--- config.mk ---
export PLATFORM = sky130hd
export DESIGN_NAME = cam_pixel_capture
export DESIGN_NICKNAME = d
export VERILOG_FILES = /design/src/rtl/cam_pkg.sv /design/src/rtl/cam_sync_stage.sv /design/src/rtl/cam_pixel_capture.sv
export SDC_FILE = /design/constraint.sdc
export NUM_CORES = 1
export LEC_CHECK = 0
export ABC_AREA = 1
export BUFFER_PORTS_ARGS = -buffer_cell sky130_fd_sc_hd__buf_2
export CORE_UTILIZATION = 58
export CTS_CLUSTER_DIAMETER = 100
export DETAILED_ROUTE_END_ITERATION = 10
export PLACE_DENSITY = 0.87
export SLEW_MARGIN = 30
export SYNTH_ARGS = -nofsm -noshare
export SYNTH_HDL_FRONTEND = slang
export SYNTH_HIERARCHICAL = 1
export SYNTH_SLANG_ARGS = --single-unit
export TNS_END_PERCENT = 1
--- constraint.sdc ---
create_clock -name pclk -period 2.6 [get_ports pclk]
set_input_delay 0.26 -clock pclk [delete_from_list [all_inputs] [get_ports pclk]]
set_output_delay 0.26 -clock pclk [all_outputs]
set_load 0.02 [all_outputs]
--- src/rtl/cam_pkg.sv ---
// Shared types and constants for the DVP camera capture block.
package cam_pkg;
    localparam int PIX_W = 16;

    typedef enum logic [2:0] {
        S_WAIT_CFG = 3'd0,
        S_SYNC     = 3'd1,
        S_VBLANK   = 3'd2,
        S_IDLE     = 3'd3,
        S_LINE     = 3'd4
    } cam_state_t;

    typedef enum logic [1:0] {
        DECIM_1 = 2'd0,
        DECIM_2 = 2'd1,
        DECIM_4 = 2'd2
    } decim_t;

    // Encoding 3 is reserved and behaves like quarter-rate decimation.
    function automatic decim_t decim_norm(input logic [1:0] d);
        decim_t r;
        case (d)
            2'd0:    r = DECIM_1;
            2'd1:    r = DECIM_2;
            default: r = DECIM_4;
        endcase
        return r;
    endfunction
endpackage

--- src/rtl/cam_sync_stage.sv ---
// Registers the raw sensor pins once and derives the vsync rise / href fall
// events from the registered copy and its one-cycle-old value.
module cam_sync_stage (
    input  logic       pclk,
    input  logic       reset,
    input  logic       i_vsync,
    input  logic       i_href,
    input  logic [7:0] i_data,
    output logic       o_vsync,
    output logic       o_href,
    output logic [7:0] o_data,
    output logic       o_vsync_rise,
    output logic       o_href_fall
);
    logic       r_vsync;
    logic       r_vsync_d;
    logic       r_href;
    logic       r_href_d;
    logic [7:0] r_data;

    always_ff @(posedge pclk) begin
        if (reset) begin
            r_vsync   <= 1'b0;
            r_vsync_d <= 1'b0;
            r_href    <= 1'b0;
            r_href_d  <= 1'b0;
            r_data    <= 8'h00;
        end else begin
            r_vsync   <= i_vsync;
            r_vsync_d <= r_vsync;
            r_href    <= i_href;
            r_href_d  <= r_href;
            r_data    <= i_data;
        end
    end

    assign o_vsync      = r_vsync;
    assign o_href       = r_href;
    assign o_data       = r_data;
    assign o_vsync_rise = r_vsync & ~r_vsync_d;
    assign o_href_fall  = ~r_href & r_href_d;
endmodule

--- src/rtl/cam_pixel_capture.sv ---
// DVP capture: frame/line FSM, byte packer, decimation and line/frame checks,
// all running on the sensor pixel clock.
module cam_pixel_capture
    import cam_pkg::*;
#(
    parameter int H_ACTIVE        = 640,
    parameter int V_ACTIVE        = 480,
    parameter int BYTES_PER_PIXEL = 2,
    parameter int COORD_W         = 10
) (
    input  logic               pclk,
    input  logic               reset,
    input  logic               config_done,
    input  logic               vsync,
    input  logic               href,
    input  logic [7:0]         cam_data,
    input  logic [1:0]         decim,
    output logic               pix_valid,
    output logic [PIX_W-1:0]   pix_data,
    output logic [COORD_W-1:0] x_coord,
    output logic [COORD_W-1:0] y_coord,
    output logic               frame_start,
    output logic               frame_end,
    output logic               line_err,
    output logic               frame_err,
    output logic [7:0]         frame_count,
    output cam_state_t         dbg_state
);
    // One extra bit so over-long lines stay distinguishable from H_ACTIVE.
    localparam int CNT_W = COORD_W + 1;
    localparam logic [CNT_W-1:0] H_CNT  = CNT_W'(H_ACTIVE);
    localparam logic [CNT_W-1:0] H_OVER = CNT_W'(H_ACTIVE + 1);
    localparam logic [CNT_W-1:0] V_CNT  = CNT_W'(V_ACTIVE);

    logic       w_vsync;
    logic       w_href;
    logic [7:0] w_data;
    logic       w_vsync_rise;
    logic       w_href_fall;

    cam_sync_stage u_sync (
        .pclk         (pclk),
        .reset        (reset),
        .i_vsync      (vsync),
        .i_href       (href),
        .i_data       (cam_data),
        .o_vsync      (w_vsync),
        .o_href       (w_href),
        .o_data       (w_data),
        .o_vsync_rise (w_vsync_rise),
        .o_href_fall  (w_href_fall)
    );

    cam_state_t       r_state;
    decim_t           r_decim;
    logic [CNT_W-1:0] r_rx;
    logic [CNT_W-1:0] r_ry;
    logic             r_phase;
    logic [7:0]       r_hi;

    logic [1:0]         w_shamt;
    logic [CNT_W-1:0]   w_mask;
    logic               w_emit;
    logic               w_last_byte;
    logic [CNT_W-1:0]   w_rx_inc;
    logic [CNT_W-1:0]   w_ry_inc;
    logic               w_line_bad;
    logic               w_line_end;
    logic [CNT_W-1:0]   w_frame_lines;
    logic [COORD_W-1:0] w_x;
    logic [COORD_W-1:0] w_y;
    logic [PIX_W-1:0]   w_pix;

    assign w_shamt     = r_decim;
    assign w_mask      = (CNT_W'(1) << w_shamt) - CNT_W'(1);
    assign w_emit      = (r_rx < H_CNT) && (r_ry < V_CNT) &&
                         ((r_rx & w_mask) == '0) && ((r_ry & w_mask) == '0);
    assign w_last_byte = (BYTES_PER_PIXEL == 1) || r_phase;
    assign w_rx_inc    = (r_rx == H_OVER) ? r_rx : r_rx + CNT_W'(1);
    assign w_ry_inc    = (r_ry == V_CNT) ? r_ry : r_ry + CNT_W'(1);
    assign w_line_bad  = r_phase || (r_rx != H_CNT);
    assign w_line_end  = (r_state == S_LINE) && w_href_fall;
    // A line ending in the same cycle as the vsync rise still counts toward the frame.
    assign w_frame_lines = w_line_end ? w_ry_inc : r_ry;
    assign w_x         = COORD_W'(r_rx >> w_shamt);
    assign w_y         = COORD_W'(r_ry >> w_shamt);
    assign w_pix       = (BYTES_PER_PIXEL == 1) ? {8'h00, w_data} : {r_hi, w_data};

    always_ff @(posedge pclk) begin
        if (reset) begin
            r_state     <= S_WAIT_CFG;
            r_decim     <= DECIM_1;
            r_rx        <= '0;
            r_ry        <= '0;
            r_phase     <= 1'b0;
            r_hi        <= 8'h00;
            pix_valid   <= 1'b0;
            pix_data    <= '0;
            x_coord     <= '0;
            y_coord     <= '0;
            frame_start <= 1'b0;
            frame_end   <= 1'b0;
            line_err    <= 1'b0;
            frame_err   <= 1'b0;
            frame_count <= 8'h00;
        end else begin
            pix_valid   <= 1'b0;
            frame_start <= 1'b0;
            frame_end   <= 1'b0;
            line_err    <= 1'b0;
            frame_err   <= 1'b0;
            if (!config_done) begin
                r_state <= S_WAIT_CFG;
            end else begin
                case (r_state)
                    S_WAIT_CFG: r_state <= S_SYNC;
                    S_SYNC: if (w_vsync_rise) r_state <= S_VBLANK;
                    S_VBLANK: begin
                        if (!w_vsync) begin
                            r_state     <= S_IDLE;
                            r_decim     <= decim_norm(decim);
                            frame_start <= 1'b1;
                            r_rx        <= '0;
                            r_ry        <= '0;
                            r_phase     <= 1'b0;
                        end
                    end
                    S_IDLE, S_LINE: begin
                        if (w_vsync_rise) begin
                            line_err    <= (r_state == S_LINE) && (!w_href_fall || w_line_bad);
                            frame_end   <= 1'b1;
                            frame_count <= frame_count + 8'd1;
                            frame_err   <= (w_frame_lines != V_CNT);
                            r_state     <= S_VBLANK;
                        end else if (w_line_end) begin
                            line_err <= w_line_bad;
                            r_rx     <= '0;
                            r_phase  <= 1'b0;
                            r_ry     <= w_ry_inc;
                            r_state  <= S_IDLE;
                        end else if (w_href) begin
                            r_state <= S_LINE;
                            if (w_last_byte) begin
                                if (w_emit) begin
                                    pix_valid <= 1'b1;
                                    pix_data  <= w_pix;
                                    x_coord   <= w_x;
                                    y_coord   <= w_y;
                                end
                                r_rx <= w_rx_inc;
                            end else begin
                                r_hi <= w_data;
                            end
                            r_phase <= (BYTES_PER_PIXEL == 2) ? ~r_phase : 1'b0;
                        end
                    end
                    default: r_state <= S_WAIT_CFG;
                endcase
            end
        end
    end

    assign dbg_state = r_state;
endmodule

==> flow_summary.ini, run 1 <==
[finish]
final_area_um2 = 5540
nFillCells = 713
instances_no_fill = 936
area_growth_pct = 11.0
fin_util_pct = 67.1
drive_above_1_share_pct = 12.2
num-nets-final = 848
n_antenna_cell = 0

[yosys]
synthSimpleGateAreaFrac_pct = 35.6
seq_area_frac_synth_pct = 38.9
synth_top_area_share_pct = 38.9
yosysTopAreaCell = dfxtp_1
ys_ff_latch = 97
yosys-top-cells-area = dfxtp_1, nand2_1, nor2_1
synth-compound-area-share_pct = 11.3
netlist_instances = 776
synth_fa_ha_area_share_pct = 1.75
syn-cell-area_um2 = 4990
synth_top_family_by_area = simple AND/OR/NAND/NOR gates
avgSynthCellArea_um2 = 6.43
synthMuxAreaShare_pct = 1.80
syn_nets = 798
synth_xor_area_share_pct = 0.351
synth_warnings = 6
yosysUniqueCellTypes = 34

[floorplanning]
rows = 33
die_w_um = 94.8
dieArea_um2 = 8980
start_util_pct = 60.5
pin_count = 67
core_area_um2 = 8260
die_h_um = 94.8

[clocking]
cts_buffers = 9
cts_resized = 0
cts_tree = done
post-cts-setup-buffers = 0
cts.sink_count = 97
clock-root-buffer = clkbuf_8
cts_hold_buf = 0
cts_buffer_depth = 2
h-tree-depth = 3
cts.clk_slew.worst_paths_ns = 0.11
clkLatencyLatePin_ns = 0.37

[sta]
tightest_slew_ns = 0.761
fin_ws_ns = 0.218
timing.final.hold_violations = 0
grt_setup_unrepaired = false
max_freq_ghz = 0.420
period_minus_slack_ns = 2.38
setup-violations-final = 0
tns_ns = 0
holdWs_ns = 0.0829
slew_viol_final = 0
skew_ns = 0.0136
slew_headroom_pct = 49.2
fin_crit_sh_pct = 91.6

[drt]
routed_wl_um = 12000
firstDrtPassIters = 7
drc = 0
vias = 5036
first_iter_violations = 415
viasPerCell = 5.38
routedWlPerCell_um = 12.9
ant_nets = 0

[grt]
grt_overflow = 0
top_usage_layer = met2
grt_pass1_wl_um = 19300
grt_start_max_net_pins = 46
gr-usage-met2_pct = 42.7
track_usage_pct = 27.0
groute.layer.met1.usage_pct = 37.5
grt_pass1_vias = 4222
grt_use_met3_pct = 4.11
antenna_found_initial = 0

[place]
dp.cells = 920
dpl_cell_area_um2 = 5330
dp_slack_ns = 0.272
dp.final_hpwl_um = 8690
port_buffers = 66
gp_congestion = 0.971

[critical_path]
critPathArrivalTime_ns = 2.68
critPathMaxFanout = 41
ff2ff_setup_slack_ns = 0.22
criticalPathCategory = reg -> reg
crit_required_ns = 2.90
critPathCaptureType = register
crit_path_start_kind = register

[power]
p_leak_nw = 2.67
p_per_area_nw_per_um2 = 483
peakVddDrop_mv = 0.252
power_mw = 2.68

[min_path]
hp-class = in -> reg

[job]
drv_cap = 0

[outcome]
status = complete, no violations
## synth_stat cells, drive strengths merged
cell	instances
a211oi	2
a21oi	33
a22oi	1
buf	17
clkbuf	17
clkinv	1
dfxtp	97
ha	7
inv	89
mux2i	9
nand2	178
nand3	54
nand4	9
nor2	175
nor3	11
nor3b	1
nor4	1
o211ai	5
o21a	1
o21ai	61
o21bai	1
o22ai	1
or2	2
or3b	1
xor2	2
## kinds of logic after synthesis
kind of cell / count (synthesis)
AND/OR/NAND/NOR: 432
buffers and inverters: 124
AO/OA/AOI/OAI: 105
flip-flops: 97
multiplexers: 9
adder cells (fa/ha/maj): 7
XOR/XNOR: 2
## registers in the layout (all words and copies together) (netlist names)
| signal | count |
|---|---|
| r_hi | 8 |
| frame_err | 1 |
| u_sync/r_vsync_d | 1 |
| u_sync/o_data | 8 |
| r_decim | 2 |
| r_phase | 1 |
| u_sync/o_href | 1 |
| line_err | 1 |
| pix_valid | 1 |
| pix_data | 16 |
| frame_start | 1 |
| frame_end | 1 |
| dbg_state | 3 |
| r_ry | 11 |
| y_coord | 10 |
| u_sync/o_vsync | 1 |
| x_coord | 10 |
| u_sync/r_href_d | 1 |
| r_rx | 11 |
| frame_count | 8 |
## final timing paths
check | startpoint | to | cells after the start
max | r_decim[1]$_SDFFE_PP0P_ | pix_data[13]$_SDFFE_PP0P_ | 10
min | vsync | u_sync/o_vsync$_SDFF_PP0_ | 3
max reg2reg | r_decim[1]$_SDFFE_PP0P_ | pix_data[13]$_SDFFE_PP0P_ | 10
min reg2reg | y_coord[9]$_SDFFE_PP0P_ | y_coord[9]$_SDFFE_PP0P_ | 2
## cell usage in the layout, fill, tap and decap left out, types with 9 or more instances in the layout
cell / n
nand3_1: 53
clkbuf_8: 9
a21oi_1: 33
nor2_1: 174
mux2i_1: 9
buf_2: 66
dfxtp_1: 97
nor3_1: 9
inv_1: 87
nand2_1: 177
o21ai_0: 60
## layout make-up
cell class	count	area, µm²	share of cell area [%]
Sequential cell	97	1940	35.0
Clock buffer	9	124	2.24
Clock inverter	7	86.3	1.56
Timing Repair Buffer	73	383	6.91
Multi-Input combinational cell	555	2540	45.8
Tap cell	105	131	2.37
Inverter	90	338	6.10
## routing by layer
layer | vias to the layer above | wire length, µm
li1 | 2540 | -
met4 | 0 | 207
met1 | 2273 | 5420
met5 | - | 0
met3 | 23 | 848
met2 | 200 | 5560
## power by group
part,internal [mW],total (mW),switching (mW)
Sequential,1.50,1.52,0.0181
Combinational,0.0510,0.171,0.120
Clock,0.385,0.987,0.601
## worst max-delay path, stage by stage, from the launching register on
cell	delay [ns]
dfxtp_1	0.52
nand2_1	0.15
ha_1	0.30
o21bai_1	0.10
o21ai_0	0.11
nor3_2	0.18
nand4_2	0.29
buf_4	0.37
nand2_1	0.12
nand2_1	0.06
nor2_1	0.11
Note: power is estimated with default switching activity, not from simulation.
==> run 2, diff against run 1 <==
- CORE_ASPECT_RATIO: not set -> 2
==> flow_summary.ini, run 2 (synthesis results as in run 1) <==
[clocking]
h-tree-depth = 3
cts_hold_buf = 0
cts.sink_count = 97
clkLatencyLatePin_ns = 0.34
cts_resized = 0
cts_buffer_depth = 2
clock-root-buffer = clkbuf_16
cts_tree = done
cts_buffers = 9
post-cts-setup-buffers = 0
cts.clk_slew.worst_paths_ns = 0.06

[place]
dp.cells = 918
dp.final_hpwl_um = 9580
port_buffers = 66
dpl_cell_area_um2 = 5380
dp_slack_ns = 0.280
gp_congestion = 0.946

[sta]
fin_ws_ns = 0.264
setup-violations-final = 0
max_freq_ghz = 0.428
timing.final.hold_violations = 0
fin_crit_sh_pct = 89.8
skew_ns = 0.00808
tightest_slew_ns = 0.762
slew_headroom_pct = 49.2
period_minus_slack_ns = 2.34
tns_ns = 0
slew_viol_final = 0
holdWs_ns = 0.118
grt_setup_unrepaired = false

[drt]
first_iter_violations = 304
wl_met2_um = 6520
routed_wl_um = 12900
firstDrtPassIters = 6
viasPerCell = 5.50
routedWlPerCell_um = 13.8
met1_length_um = 4710
vias = 5131
wl_met3_um = 663
ant_nets = 0
top_layer_used = met4
drc = 0

[finish]
num-nets-final = 853
area_growth_pct = 13.8
final_area_um2 = 5680
final_common_cell = nand2_1
top_regs = pix_data x16, r_rx x11, r_ry x11
nFillCells = 713
top_register = pix_data
drive_above_1_share_pct = 12.6
fin_util_pct = 68.5
instances_no_fill = 933
final_cell_mix = nand2_1, nor2_1, dfxtp_1
largest_reg_flops = 16
n_antenna_cell = 0

[critical_path]
crit_required_ns = 2.84
criticalPathCategory = reg -> reg
critPathCaptureType = register
crit_chain = nand2_1 -> inv_1 -> ha_1 -> o21bai_1 -> o21ai_0 -> nor3_2 -> nand4_2 -> inv_2 -> nand2_1 -> nand2_1 -> nor2_1
critPathMaxFanout = 20
cp_slowest_cell = nand4_2
ff2ff_setup_slack_ns = 0.26
crit_path_start_kind = register
cp_num_buf_inv = 2
slowest_delay_ns = 0.45
crit_top_cell = nand2_1
cp_top_family = simple AND/OR/NAND/NOR gates
critPathArrivalTime_ns = 2.57

[power]
power_frac_comb_pct = 5.8
p_per_area_nw_per_um2 = 530
clock_power_share_pct = 43.8
peakVddDrop_mv = 0.372
power_mw = 3.01
p_seq_share_pct = 50.4
p_int_mw = 2.32
switching_power_mw = 0.693
switching_share_pct = 23.0
p_leak_nw = 2.75

[grt]
grt_pass1_wl_um = 21200
antenna_found_initial = 0
track_usage_pct = 30.5
grt_pass1_vias = 4855
grt_overflow = 0
grt_start_max_net_pins = 45

[floorplanning]
dieArea_um2 = 9000
pin_count = 67
start_util_pct = 60.2
rows = 47
die_h_um = 133
die_w_um = 67.6
core_area_um2 = 8290

[outcome]
status = complete, no violations

[min_path]
hp-class = in -> reg

[job]
drv_cap = 0
## run 2: cell types whose count changed in the layout (fill, tap and decap cells not counted), sizes merged
cell / delta
clkinvlp: +1
bufinv: +1
clkbuf: +1
inv: -2
buf: +5
clkinv: -2
## run 2: worst reg2reg max path, delay by kind of cell (launching register included)
kind	cells	cell delay, ns
compound gates	2	0.22
fa+ha+maj	1	0.28
buf+inv	2	0.48
flops	1	0.32
simple gates	6	0.95
## run 2: routing by layer
metal	global-route usage (%)	vias up
li1	-	2552
met1	31.5	2286
met2	51.2	218
met3	5.57	75
met4	24.3	0
met5	0	-
## run 2: area by class of cell
cell class	instances	area, µm²	share of cell area (%)
timing repair buffer	78	445	7.84
inverter	90	338	5.95
sequential	97	1940	34.2
clock buffer	10	239	4.21
multi-input combinational	555	2540	44.7
clock inverter	5	56.3	0.991
tap	98	123	2.16
## run 2: power groups by stage
stage	logic [mW]	registers, mW	clock network [mW]
detailed placement	0.172	1.55	0
CTS	0.174	1.52	1.34
floorplan	0.123	1.55	0
global route	0.195	1.52	1.40
global placement	0.168	1.55	0
finish	0.175	1.52	1.32
## run 2: worst paths after layout
check | start | to | cells past startpoint
max | r_decim[0]$_SDFFE_PP0P_ | x_coord[8]$_SDFFE_PP0P_ | 11
min reg2reg | y_coord[9]$_SDFFE_PP0P_ | y_coord[9]$_SDFFE_PP0P_ | 2
min | href | u_sync/o_href$_SDFF_PP0_ | 3
max reg2reg | r_decim[0]$_SDFFE_PP0P_ | x_coord[8]$_SDFFE_PP0P_ | 11
==> run 3, diff against run 2 <==
==> constraint.sdc (replaced) <==
create_clock -name pclk -period 2.6 [get_ports pclk]
set_input_delay 0.52 -clock pclk [delete_from_list [all_inputs] [get_ports pclk]]
set_output_delay 0.52 -clock pclk [all_outputs]
set_load 0.02 [all_outputs]
==> flow_summary.ini, run 3 (synthesis results as in run 1) <==
[clocking]
cts_resized = 0
cts.sink_count = 97
cts_tree = done
cts_buffer_depth = 2
clock-root-buffer = clkbuf_16
clkLatencyLatePin_ns = 0.34
cts_buffers = 9
post-cts-setup-buffers = 0
cts_hold_buf = 0
h-tree-depth = 3
cts.clk_slew.worst_paths_ns = 0.07

[min_path]
whs_path_depth = 3
hp-class = in -> reg

[finish]
largest_reg_flops = 16
final_common_cell = nand2_1
fin_util_pct = 67.9
area_growth_pct = 12.8
top_register = pix_data
drive_above_1_share_pct = 12.2
final_cell_mix = nand2_1, nor2_1, dfxtp_1
num-nets-final = 851
n_antenna_cell = 0
top_regs = pix_data x16, r_rx x11, r_ry x11

[grt]
grt_overflow = 0
grt_pass1_wl_um = 20800
grt_start_max_net_pins = 56
antenna_found_initial = 0
track_usage_pct = 30.0
grt_pass1_vias = 4673

[drt]
first_iter_violations = 361
ant_nets = 0
routed_wl_um = 12700
drc = 0
met1_length_um = 4670
wl_met3_um = 654
vias = 5047
top_layer_used = met4
wl_met2_um = 6620
firstDrtPassIters = 8
viasPerCell = 5.42
routedWlPerCell_um = 13.7

[power]
p_leak_nw = 2.71
power_mw = 2.93
p_per_area_nw_per_um2 = 521
peakVddDrop_mv = 0.422

[sta]
slew_headroom_pct = 47.6
fin_crit_sh_pct = 86.9
period_minus_slack_ns = 2.26
max_freq_ghz = 0.443
grt_setup_unrepaired = false
skew_ns = 0.00603
slew_viol_final = 0
setup-violations-final = 0
tns_ns = 0
fin_ws_ns = 0.341
tightest_slew_ns = 0.786
timing.final.hold_violations = 0

[critical_path]
critPathMaxFanout = 55
slowest_delay_ns = 0.44
crit_path_start_kind = register
critPathCaptureType = register
crit_chain = nor2_1 -> nand3_2 -> nand3_1 -> nor2_1 -> nand4_2 -> buf_4 -> inv_2 -> nor2_1 -> nor2_1
r2r_cells = 9
crit_top_cell = nor2_1
criticalPathCategory = reg -> reg
cp_slowest_cell = buf_4
critPathArrivalTime_ns = 2.49
crit_required_ns = 2.83

[job]
drv_cap = 0

[place]
dp.final_hpwl_um = 9390
gp_congestion = 0.951
port_buffers = 66
dp_slack_ns = 0.383

[floorplanning]
die_h_um = 133
die_w_um = 67.6
core_area_um2 = 8290
dieArea_um2 = 9000
start_util_pct = 60.2
pin_count = 67
rows = 47

[outcome]
status = complete, no violations
-- run 3: per-layer routing --
layer,vias to the layer above,track usage (%)
li1,2556,-
met2,194,51.2
met3,55,4.20
met1,2242,31.9
met4,0,21.6
met5,-,0
-- run 3: final cells by class --
type                            count  area, µm²
Clock buffer                       11        233
Clock inverter                      5       40.0
Fill cell                         728       2660
Inverter                           90        338
Multi-Input combinational cell    555       2540
Sequential cell                    97       1940
Tap cell                           98        123
Timing Repair Buffer               76        418
-- run 3: stage by stage --
| step | hold WS (ns) | std cells | instance area [µm²] |
|---|---|---|---|
| CTS | 0.371 | 932 | 5630 |
| finish | 0.377 | 932 | 5630 |
| global route | 0.386 | 932 | 5630 |
| detailed placement | 0.441 | 916 | 5360 |
| global placement | 0.434 | 916 | 5360 |
| floorplan | 0.425 | 776 | 4990 |
-- run 3: worst paths after layout --
check | start | end | slack [ns]
worst min register to register | u_sync/o_vsync$_SDFF_PP0_ | u_sync/r_vsync_d$_SDFF_PP0_ | 0.45
worst max-delay path | u_sync/o_href$_SDFF_PP0_ | y_coord[8]$_SDFFE_PP0P_ | 0.34
worst min-delay path | href | u_sync/o_href$_SDFF_PP0_ | 0.38
worst max register to register | u_sync/o_href$_SDFF_PP0_ | y_coord[8]$_SDFFE_PP0P_ | 0.34
-- run 3: where the power goes --
group	internal, mW	switching, mW	leakage (nW)
combinational	0.0539	0.125	1.80
clock	0.656	0.577	0.123
sequential	1.50	0.0161	0.785
total	2.21	0.718	2.71
-- run 3: critical path: cells and delay by family, from the launching register on --
family / cells / cell delay (ns)
simple gates: 7 / 1.12
buf+inv: 2 / 0.69
flops: 1 / 0.33
